[src/rtl/btn_pkg.sv]
// Shared types and constants for the button event arbiter.
package btn_pkg;

    typedef enum logic {
        IDLE  = 1'b0,
        OFFER = 1'b1
    } arb_state_t;

    localparam int DEF_N_BTN         = 4;
    localparam int DEF_DEBOUNCE      = 16;
    localparam int DEF_REPEAT_DELAY  = 1000;
    localparam int DEF_REPEAT_PERIOD = 250;

    // Width of a counter that runs 0..v-1.
    function automatic int cnt_w(input int v);
        return (v <= 2) ? 1 : $clog2(v);
    endfunction

endpackage

[src/rtl/btn_debounce.sv]
// One button: 2-flop synchroniser, debounce filter and press pulse.
// BTN_AUTO_REPEAT_EN adds a held-button repeat generator that pulses like a press.
module btn_debounce
    import btn_pkg::*;
#(
    parameter int DEBOUNCE_CYCLES = DEF_DEBOUNCE
`ifdef BTN_AUTO_REPEAT_EN
   ,parameter int REPEAT_DELAY    = DEF_REPEAT_DELAY,
    parameter int REPEAT_PERIOD   = DEF_REPEAT_PERIOD
`endif
) (
    input  logic clk,
    input  logic reset,
    input  logic btn_raw,
    output logic press
);

    localparam int DBW = cnt_w(DEBOUNCE_CYCLES);
    localparam logic [DBW-1:0] DB_LAST = DBW'(DEBOUNCE_CYCLES - 1);

    logic           r_meta, r_sync, r_stable, r_rise;
    logic [DBW-1:0] r_db_cnt;

    always_ff @(posedge clk or posedge reset) begin
        if (reset) begin
            r_meta   <= 1'b0;
            r_sync   <= 1'b0;
            r_stable <= 1'b0;
            r_rise   <= 1'b0;
            r_db_cnt <= '0;
        end else begin
            r_meta <= btn_raw;
            r_sync <= r_meta;
            r_rise <= 1'b0;
            if (r_sync == r_stable) begin
                r_db_cnt <= '0;
            end else if (r_db_cnt == DB_LAST) begin
                r_stable <= r_sync;
                r_db_cnt <= '0;
                r_rise   <= r_sync;
            end else begin
                r_db_cnt <= r_db_cnt + 1'b1;
            end
        end
    end

`ifdef BTN_AUTO_REPEAT_EN
    localparam int RPMAX = (REPEAT_DELAY > REPEAT_PERIOD) ? REPEAT_DELAY : REPEAT_PERIOD;
    localparam int RPW   = cnt_w(RPMAX);
    localparam logic [RPW-1:0] RP_FIRST = RPW'(REPEAT_DELAY - 1);
    localparam logic [RPW-1:0] RP_NEXT  = RPW'(REPEAT_PERIOD - 1);

    logic [RPW-1:0] r_rpt_cnt;
    logic           r_rpt_first, r_rpt;

    // Counter is held at zero while released, so it restarts from the press edge.
    always_ff @(posedge clk or posedge reset) begin
        if (reset) begin
            r_rpt_cnt   <= '0;
            r_rpt_first <= 1'b1;
            r_rpt       <= 1'b0;
        end else begin
            r_rpt <= 1'b0;
            if (!r_stable) begin
                r_rpt_cnt   <= '0;
                r_rpt_first <= 1'b1;
            end else if (r_rpt_cnt == (r_rpt_first ? RP_FIRST : RP_NEXT)) begin
                r_rpt_cnt   <= '0;
                r_rpt_first <= 1'b0;
                r_rpt       <= 1'b1;
            end else begin
                r_rpt_cnt <= r_rpt_cnt + 1'b1;
            end
        end
    end

    assign press = r_rise | r_rpt;
`else
    assign press = r_rise;
`endif

endmodule

[src/rtl/btn_event_arbiter.sv]
// Debounced buttons -> pending events -> round-robin valid/ready event stream.
// BTN_AUTO_REPEAT_EN enables auto-repeat of held buttons.
module btn_event_arbiter
    import btn_pkg::*;
#(
    parameter int N_BTN           = DEF_N_BTN,
    parameter int DEBOUNCE_CYCLES = DEF_DEBOUNCE,
    parameter int REPEAT_DELAY    = DEF_REPEAT_DELAY,
    parameter int REPEAT_PERIOD   = DEF_REPEAT_PERIOD
) (
    input  logic                     clk,
    input  logic                     reset,
    input  logic [N_BTN-1:0]         btn_in,
    output logic                     evt_valid,
    input  logic                     evt_ready,
    output logic [$clog2(N_BTN)-1:0] evt_id,
    output logic [N_BTN-1:0]         pending,
    output logic [N_BTN-1:0]         overrun
);

    localparam int IDW = $clog2(N_BTN);

    logic [N_BTN-1:0] w_press, w_acc_vec;
    logic [N_BTN-1:0] r_pending, r_overrun;
    logic [IDW-1:0]   r_evt_id, r_last, w_sel;
    logic             w_found, w_latch, w_accept;
    arb_state_t       r_state, w_state_nxt;

    for (genvar i = 0; i < N_BTN; i++) begin : g_btn
        btn_debounce #(
            .DEBOUNCE_CYCLES(DEBOUNCE_CYCLES)
`ifdef BTN_AUTO_REPEAT_EN
           ,.REPEAT_DELAY   (REPEAT_DELAY),
            .REPEAT_PERIOD  (REPEAT_PERIOD)
`endif
        ) u_db (
            .clk    (clk),
            .reset  (reset),
            .btn_raw(btn_in[i]),
            .press  (w_press[i])
        );
    end

    // Round-robin search starting just after the last granted index.
    always_comb begin
        int idx;
        idx     = 0;
        w_sel   = '0;
        w_found = 1'b0;
        for (int off = 1; off <= N_BTN; off++) begin
            idx = int'(r_last) + off;
            if (idx >= N_BTN) idx = idx - N_BTN;
            if (!w_found && r_pending[idx]) begin
                w_found = 1'b1;
                w_sel   = IDW'(idx);
            end
        end
    end

    always_comb begin
        w_state_nxt = r_state;
        evt_valid   = 1'b0;
        w_latch     = 1'b0;
        w_accept    = 1'b0;
        case (r_state)
            IDLE: begin
                if (w_found) begin
                    w_latch     = 1'b1;
                    w_state_nxt = OFFER;
                end
            end
            OFFER: begin
                evt_valid = 1'b1;
                if (evt_ready) begin
                    w_accept    = 1'b1;
                    w_state_nxt = IDLE;
                end
            end
            default: w_state_nxt = IDLE;
        endcase
    end

    always_ff @(posedge clk or posedge reset) begin
        if (reset) begin
            r_state  <= IDLE;
            r_evt_id <= '0;
            r_last   <= IDW'(N_BTN - 1);
        end else begin
            r_state <= w_state_nxt;
            if (w_latch)  r_evt_id <= w_sel;
            if (w_accept) r_last   <= r_evt_id;
        end
    end

    assign w_acc_vec = w_accept ? (N_BTN'(1) << r_evt_id) : '0;

    // A press coinciding with acceptance of the same button re-arms it cleanly.
    always_ff @(posedge clk or posedge reset) begin
        if (reset) begin
            r_pending <= '0;
            r_overrun <= '0;
        end else begin
            r_pending <= (r_pending & ~w_acc_vec) | w_press;
            r_overrun <= (r_overrun & ~w_acc_vec) | (w_press & r_pending & ~w_acc_vec);
        end
    end

    assign evt_id  = r_evt_id;
    assign pending = r_pending;
    assign overrun = r_overrun;

endmodule

[config.mk]
export PLATFORM = sky130hd
export DESIGN_NAME = btn_event_arbiter
export DESIGN_NICKNAME = d
export VERILOG_FILES = /design/src/rtl/btn_pkg.sv /design/src/rtl/btn_debounce.sv /design/src/rtl/btn_event_arbiter.sv
export SDC_FILE = /design/constraint.sdc
export NUM_CORES = 1
export LEC_CHECK = 0
export BUFFER_PORTS_ARGS = -buffer_cell sky130_fd_sc_hd__buf_2
export CORE_ASPECT_RATIO = 0.7
export CORE_UTILIZATION = 43
export DETAILED_ROUTE_END_ITERATION = 12
export PLACE_DENSITY = 0.71
export SYNTH_ARGS = -nofsm -noshare
export SYNTH_HDL_FRONTEND = slang
export SYNTH_HIERARCHICAL = 1
export SYNTH_SLANG_ARGS = --single-unit
[constraint.sdc]
create_clock -name clk -period 1.3 [get_ports clk]
set_input_delay 0.065 -clock clk [delete_from_list [all_inputs] [get_ports clk]]
set_output_delay 0.065 -clock clk [all_outputs]
set_load 0.05 [all_outputs]
# After elaboration in Yosys (flattened, before gate mapping)
# Index checks and enable logic that the tools add are counted.
# totals
out_inout_bits	11
reg_bits	45
# classes
magnitude_cmp	8
add_sub_neg	12
n_shift	1
muxes	48
eq_ne	8
reduce_logical	10
bitwise	12
# ops
cell	count
$lt A32 B4 Y1 const B	4
$mux W32	4
$mux W4	9
$mux W1	26
$add A4 B1 Y4 const B	4
$and A4 B4 Y4	4
$eq A4 B4 Y1 const B	4
$sub A3 B3 Y4 const B	3
$ge A3 B3 Y1 const B	3
$bmux W1 S2	4
$mux W2	4
$or A4 B4 Y4	2
$reduce_and A2 Y1	4
$add A2 B2 Y3 const B	2
$not A1 Y1	5
$sub A4 B3 Y5 const B	1
$add A2 B3 Y4 const B	1
$eq A1 B1 Y1	4
$ge A4 B3 Y1 const B	1
$not A4 Y4	1
$shl A1 B2 Y4 const A	1
$add A2 B1 Y3 const B	1
$logic_and A1 B1 Y1	3
$logic_not A1 Y1	3
$pmux W1 S2	1

# Logic depth before layout (Yosys ltp)
# Gate-level depths: netlist of the first run.
# logic_depth
depth_word	18
mapped_depth	5
depth_no_buf	4

# Cells and area by module
# The synthesis of the first run kept the hierarchy.
# by_module_without_submodules
module	n_inst	area_per_inst_um2	cells_per_inst
btn_debounce	4	306.5	21
btn_event_arbiter	1	609.3	63

# Least setup slack after synthesis of the first run
# Ideal clock, no wire load.
# synth_timing
path_kind	register to register
startpoint	register r_pending[2], in the netlist pending[2]
endpoint	register r_evt_id[1], in the netlist evt_id[1]
period_less_slack_ns	1.488
t_arrival_ns	1.406
stages_incl_launch_ff	5
path_buffers	0
path_slack_ns	-0.188
path_cell_list	dfrtp_1 or3b_1 o21ai_0 nand4_1 a31oi_1
# synth_via
elab_chain_len	15
word_cells_on_any_way	28
cone_classes	22 x mux; 6 x reduce/logical
# synth_lines
element	line_no	text
from (decl)	btn_event_arbiter.sv:24	logic [N_BTN-1:0] r_pending, r_overrun;
from (signal assigned)	btn_event_arbiter.sv:103	r_pending <= (r_pending & ~w_acc_vec) | w_press;
$bmux W1 S2	btn_event_arbiter.sv:53	if (!w_found && r_pending[idx]) begin
$mux W1 (implied by the code) (2 in a row)	btn_event_arbiter.sv:53	
$mux W1	btn_event_arbiter.sv:53	
$logic_not A1 Y1	btn_event_arbiter.sv:53	
$logic_and A1 B1 Y1	btn_event_arbiter.sv:53	
$mux W1	btn_event_arbiter.sv:53	
$logic_not A1 Y1	btn_event_arbiter.sv:53	
$logic_and A1 B1 Y1	btn_event_arbiter.sv:53	
$mux W1	btn_event_arbiter.sv:53	
$logic_not A1 Y1	btn_event_arbiter.sv:53	
$logic_and A1 B1 Y1	btn_event_arbiter.sv:53	
$mux W1	btn_event_arbiter.sv:53	
$mux W1	btn_event_arbiter.sv:67	if (w_found) begin
$mux W1	btn_event_arbiter.sv:65	case (r_state)
to (signal assigned)	btn_event_arbiter.sv:90	if (w_latch) r_evt_id <= w_sel;
to (decl)	btn_event_arbiter.sv:25	logic [IDW-1:0] r_evt_id, r_last, w_sel;
# Several ways; a longest one is shown, not always the timed one. The select of a mux whose other input is x is not followed.
# A chain may end at the register's enable or synchronous reset.

# Worst setup path after layout of the first run
# layout_timing
startpoint	register r_last[0]
endpoint	register r_evt_id[1], in the netlist evt_id[1]
# layout_via
elab_chain_len	18
word_cells_on_any_way	44
cone_classes	8 x add/sub; 4 x order compare; 26 x mux; 6 x reduce/logical
# layout_lines
element	line_no	text
from (decl)	btn_event_arbiter.sv:25	
from (signal assigned)	btn_event_arbiter.sv:87	r_last <= IDW'(N_BTN - 1);
from (signal assigned)	btn_event_arbiter.sv:91	if (w_accept) r_last <= r_evt_id;
$add A2 B1 Y3	btn_event_arbiter.sv:51	idx = int'(r_last) + off;
$sub A3 B3 Y4 or $ge A3 B3 Y1 (tied branches)	btn_event_arbiter.sv:52	if (idx >= N_BTN) idx = idx - N_BTN;
$mux W32	btn_event_arbiter.sv:52	
$bmux W1 S2	btn_event_arbiter.sv:53	
$mux W1 (implied by the code) (2 in a row)	btn_event_arbiter.sv:53	
$mux W1	btn_event_arbiter.sv:53	
$logic_not A1 Y1	btn_event_arbiter.sv:53	
$logic_and A1 B1 Y1	btn_event_arbiter.sv:53	
$mux W1	btn_event_arbiter.sv:53	
$logic_not A1 Y1	btn_event_arbiter.sv:53	
$logic_and A1 B1 Y1	btn_event_arbiter.sv:53	
$mux W1	btn_event_arbiter.sv:53	
$logic_not A1 Y1	btn_event_arbiter.sv:53	
$logic_and A1 B1 Y1	btn_event_arbiter.sv:53	
$mux W1	btn_event_arbiter.sv:53	
$mux W1	btn_event_arbiter.sv:67	
$mux W1	btn_event_arbiter.sv:65	
# Several ways; a longest one is shown, not always the timed one. The select of a mux whose other input is x is not followed.

==> impl_metrics.ini, run 1 <==
[sta]
max_freq_mhz = 800
fin_crit_ns = 1.25
tightest_slew_ns = 0.505
hold_viol = 0
rsz0062_at_grt = true
finClkSkew_ns = 0.00564
finalCritPeriodShare_pct = 96.2
max_slew_margin_pct = 66.3
setup_violations = 0
report.final.slew_viol_count = 0

[yosys]
synth_area_leaders = dfrtp_1 (59%), xnor2_1 (4.3%), mux2_4 (3.3%), nor3b_1 (3.3%), dfstp_2 (2.9%)
synth_cells = 147
synth_area_per_cell_sq_um = 12.5
yosysTopAreaCellShare_pct = 58.6
synthFlopType = dfrtp_1
synth_seq_cells = 45
yosysWarnings = 6
synth.cell_area_sq_um = 1840
yosysMostFrequentCell = dfrtp_1
synth_edf_count = 0
syn_nets = 158
ys_seq_area_share_pct = 61.5
yosysUniqueCellTypes = 31
async_reset_ff_share_pct = 100
netlist.top_cell.by_area = dfrtp_1
synth_common_cells = dfrtp_1 (43), nor2_1 (12), xnor2_1 (9)

[route]
vias_per_cell = 5.26
drc = 0
num_vias = 1232
wl_um = 3280
initialDrtViolationCount = 83
ant_nets = 0
wl_per_cell_um = 14.0
firstDrtPassIters = 4

[pwr]
p_leak_nw = 1.04
irDropWorstVdd_v = 0.00110
p_per_area_nw_per_um2 = 1730

[placement]
hpwl_um = 2300
place_congestion = 0.878
io_buffers = 17
postPlaceCellArea_sq_um = 1990

[die]
num_io_pins = 18
coreArea_sq_um = 3990
fp.dieH_um = 56.7
start_util_pct = 46.0
die_w_um = 80.1
die_area_sq_um = 4540
rows = 19

[clocking]
cts_tree = done
clk_pin_slew_worst_paths_ns = 0.08
htreeDepth = 2
clkSinkCount = 45
clk_path_buf_depth = 2
insertion_delay_ns = 0.30
cts_root_buf = clkbuf_8
cts_buffers = 5

[finish]
syn2layout_area_growth_pct = 19.1
final_layout_size_suffix_gt1_share_pct = 26.4
final_nets = 192
design_area_sq_um = 2190
diodes = 0
postLayoutCoreUtil_pct = 54.7

[grt]
antenna_found_initial = 0
grt-ovfl-total = 0
grt_pass1_wl_um = 5830
grt_pass1_vias = 1260
grt_use_total_pct = 17.3
grt_max_degree = 14

[flow_run]
maxCapViolCount = 0

[setup_path]
path_max_fanout = 8
arrival_ns = 1.48
critPathCaptureType = flip-flop
critPathLaunchType = flip-flop
cp.required_ns = 1.53
crit_type = reg -> reg
regToRegSetupSlack_ns = 0.05
rr_worst_depth = 3

[worst_hold_path]
hold_path.class = in -> async

[outcome]
status = complete, no violations
==> sequential cells by signal (all words and copies together) (netlist names) <==
signal and flops:
g_btn.u_db/r_db_cnt 16, g_btn.u_db/r_meta 4, evt_id 2, pending 4
g_btn.u_db/r_sync 4, r_state 1, g_btn.u_db/press 4, g_btn.u_db/r_stable 4
overrun 4, r_last 2
==> logic make-up (layout without fill, tap and decap cells) <==
group | Yosys count | after routing | share of synthesized area, %
adders and majority gates | 4 | 4 | 2.73
DFF | 45 | 45 | 61.5
buffers and inverters | 10 | 45 | 2.52
xor gates and xnor gates | 9 | 9 | 4.29
and+or+nand+nor | 42 | 42 | 13.0
AOI/OAI and AO/OA | 31 | 31 | 11.6
muxes | 6 | 6 | 4.43
==> stage by stage <==
step | power (W) | instances | hold WS [ns] | TNS (ns) | setup WS, ns
after global routing | 0.00401 | 234 | 0.329 | -0.0135 | -0.00753
after detailed placement | 0.00286 | 216 | 0.0648 | 0 | 0.0151
after floorplan | 0.00264 | 147 | -0.119 | -0.114 | -0.114
final | 0.00379 | 234 | 0.281 | 0 | 0.0497
after global placement | 0.00282 | 216 | 0.0550 | 0 | 0.0589
after CTS | 0.00372 | 231 | 0.295 | 0 | 0.00225
==> final cells by class <==
| type | instances | area, sq um |
|---|---|---|
| fill | 330 | 1810 |
| tap | 52 | 65.1 |
| inverter | 8 | 30.0 |
| sequential | 45 | 1130 |
| timing repair buffer | 29 | 194 |
| multi-input combinational | 92 | 682 |
| clock buffer | 8 | 80.1 |
==> layout by cell type (no fill, tap or decap), types with 3 or more instances in the layout <==
master / Yosys / final
nor2_1: 12 / 12
xnor2_1: 9 / 9
nor2b_1: 4 / 4
mux2_4: 4 / 4
a311oi_1: 4 / 4
nor3b_1: 8 / 8
dfrtp_1: 43 / 38
nand2_1: 8 / 7
ha_1: 4 / 4
clkbuf_8: 0 / 5
a31oi_1: 6 / 6
inv_1: 8 / 8
a21o_1: 5 / 5
buf_4: 0 / 5
clkbuf_1: 0 / 3
dfrtp_2: 0 / 5
dlygate4sd3_1: 0 / 6
buf_2: 0 / 17
a21oi_1: 6 / 6
nand3_2: 4 / 4
==> routing by layer <==
| layer | wire, um | global-route usage, % | vias to the layer above |
|---|---|---|---|
| met2 | 1500 | 26.3 | 37 |
| met5 | 0 | 0 | - |
| met1 | 1530 | 23.2 | 598 |
| met3 | 169 | 4.88 | 10 |
| li1 | - | - | 587 |
| met4 | 77 | 7.65 | 0 |
==> what timing repair did <==
action	CTS	global route
endpoints found under the setup margin	1	2
hold buffers	6	0
buffers inserted	1	3
endpoints found under the hold margin	48	0
gates cloned	0	0
gates resized for setup	0	8
pin swaps	0	3
==> power by group <==
part / total (W) / switching [W] / internal, W
clock network: 0.000814 / 0.000432 / 0.000382
logic: 0.00109 / 0.000708 / 0.000385
registers: 0.00188 / 0.000267 / 0.00162
==> worst paths after layout <==
| check | to | start |
|---|---|---|
| worst min-delay path | g_btn[1].u_db/r_meta | reset |
| max in group asynchronous | r_state | reset |
| min in group clk | g_btn[1].u_db/r_sync | g_btn[1].u_db/r_meta |
| worst max-delay path | evt_id[1] | r_last[0] |
| worst max register to register | evt_id[1] | r_last[0] |
| worst min register to register | g_btn[1].u_db/r_sync | g_btn[1].u_db/r_meta |
==> critical path, cell delays in order, from the launching register on <==
cell     delay (ns)
dfstp_2        0.62
o21ai_2        0.09
a221o_1        0.31
a31oi_1        0.15
(Power assumes the default switching activity.)
==> run 2: changes to the inputs <==
REMOVE_ABC_BUFFERS = 1   (was not set)
==> run 2 against run 1 <==
Net effect: hold slack gained 0.010 ns; combinational power shrank 4%; cell count shrank 0.43%; clock power grew 31%; utilization grew 0.28 points; cell area grew 0.52%; flip-flop and latch count is the same; first-iteration DRC count grew 3.6%; register-to-register slack lost 0.02 ns; sequential power shrank 2%; die area is the same; sequential share of layout area shrank 0.49 points.
==> impl_metrics.ini, run 2 (synthesis gave the netlist of run 1 again) <==
[outcome]
status = complete, no violations

[finish]
largest_reg_flops = 16
top_register = g_btn.u_db/r_db_cnt
final_cell_mix = dfrtp_1 (42), buf_2 (17), nor2_1 (12), xnor2_1 (9)
fill_cells = 341
fin_cells = 233
syn2layout_area_growth_pct = 19.7
diodes = 0
multi_input_area_sq_um = 673
final_common_cell = dfrtp_1
final_layout_size_suffix_gt1_share_pct = 24.3
postLayoutCoreUtil_pct = 55.0
design_area_sq_um = 2200
regArea_sq_um = 1130
final_nets = 191

[clocking]
clk_pin_slew_worst_paths_ns = 0.08
clkSinkCount = 45
insertion_delay_ns = 0.30
clk_path_buf_depth = 2
cts_tree = done
cts_setup_buffers = 0
cts_root_buf = clkbuf_8
cts_buffers = 5
htreeDepth = 2

[pwr]
p_leak_nw = 1.06
p_per_area_nw_per_um2 = 1800
irDropWorstVdd_v = 0.00124

[setup_path]
critPathCaptureType = flip-flop
path_max_fanout = 10
rr_worst_depth = 3
arrival_ns = 1.50
cp.required_ns = 1.52
timing.rr.end = evt_id[1]
regToRegSetupSlack_ns = 0.03
critPathLaunchType = flip-flop
crit_type = reg -> reg
critPathSlowestCell = dfstp_2
critical-path-max-stage-delay_ns = 0.63
r2r_start = r_last[0]
crit_chain = o21ai_0 > a221o_1 > a31oi_1

[grt]
grt-ovfl-total = 0
grt_max_degree = 14
grt_use_total_pct = 17.0
grt_pass1_wl_um = 5660
grt_pass1_vias = 1283
antenna_found_initial = 0

[die]
rows = 19
coreArea_sq_um = 3990
start_util_pct = 46.0
die_area_sq_um = 4540
fp.dieH_um = 56.7
num_io_pins = 18
die_w_um = 80.1

[route]
firstDrtPassIters = 4
ant_nets = 0
drc = 0
vias_per_cell = 5.36
wl_um = 3160
wl_per_cell_um = 13.6
num_vias = 1248
initialDrtViolationCount = 86

[sta]
rsz0062_at_grt = true
max_slew_margin_pct = 67.7
tightest_slew_ns = 0.484
max_freq_mhz = 786
hold_viol = 0
finalCritPeriodShare_pct = 97.8
fin_tns_setup_ns = 0
setup_violations = 0
report.final.slew_viol_count = 0
finClkSkew_ns = 0.00556
fin_crit_ns = 1.27

[worst_hold_path]
hold_path.class = in -> async

[placement]
place_congestion = 0.812
postPlaceCellArea_sq_um = 2010
placedCellCount = 219
io_buffers = 17
hpwl_um = 2330

[flow_run]
maxCapViolCount = 0
[run 2: worst max-delay path, delay by kind of cell (launching register included)]
| kind | cells | cell delay (ns) |
|---|---|---|
| flops | 1 | 0.63 |
| compound gates | 3 | 0.57 |
[run 2: where the power goes]
part	switching, W	total, W	internal, W
Clock	0.000439	0.00107	0.000626
Combinational	0.000707	0.00105	0.000342
Sequential	0.000231	0.00184	0.00161
Total	0.00138	0.00396	0.00258
[run 2: worst max-delay path by stage]
stage,start,endpoint,slack [ns]
CTS,pending[0],evt_id[1],0.03
finish,r_last[0],evt_id[1],0.03
global route,pending[0],evt_id[1],-0.05
detailed placement,pending[0],evt_id[1],0.05
global placement,pending[0],evt_id[0],0.05
floorplan,pending[2],evt_id[1],-0.19
[run 2: final cells by class]
cell class | instances | share of cell area [%]
Tap cell | 52 | 2.96
Timing Repair Buffer | 28 | 8.31
Sequential cell | 45 | 51.4
Multi-Input combinational cell | 92 | 30.6
Clock buffer | 7 | 3.93
Clock inverter | 1 | 1.37
Inverter | 8 | 1.37
[run 2: repair_timing]
action	4_1_cts	5_1_grt
resized for setup	0	4
hold buffers	6	0
hold endpoints to repair	48	0
setup endpoints to repair	0	3
[run 2: per-layer routing]
layer  GRT usage, %  wire length, um  vias up
li1               -                -      589
met1           21.1             1490      617
met2           26.1             1430       31
met3           5.04              150       11
met4           10.5               93        0
met5              0                0        -
[run 2: per-stage QoR]
stage / setup slack (ns) / total power [W] / hold WS [ns]
floorplan: -0.188 / 0.00258 / -0.119
global placement: 0.0527 / 0.00285 / 0.0621
detailed placement: 0.0540 / 0.00289 / 0.0744
CTS: 0.0264 / 0.00398 / 0.297
global route: -0.0492 / 0.00419 / 0.335
finish: 0.0281 / 0.00396 / 0.292
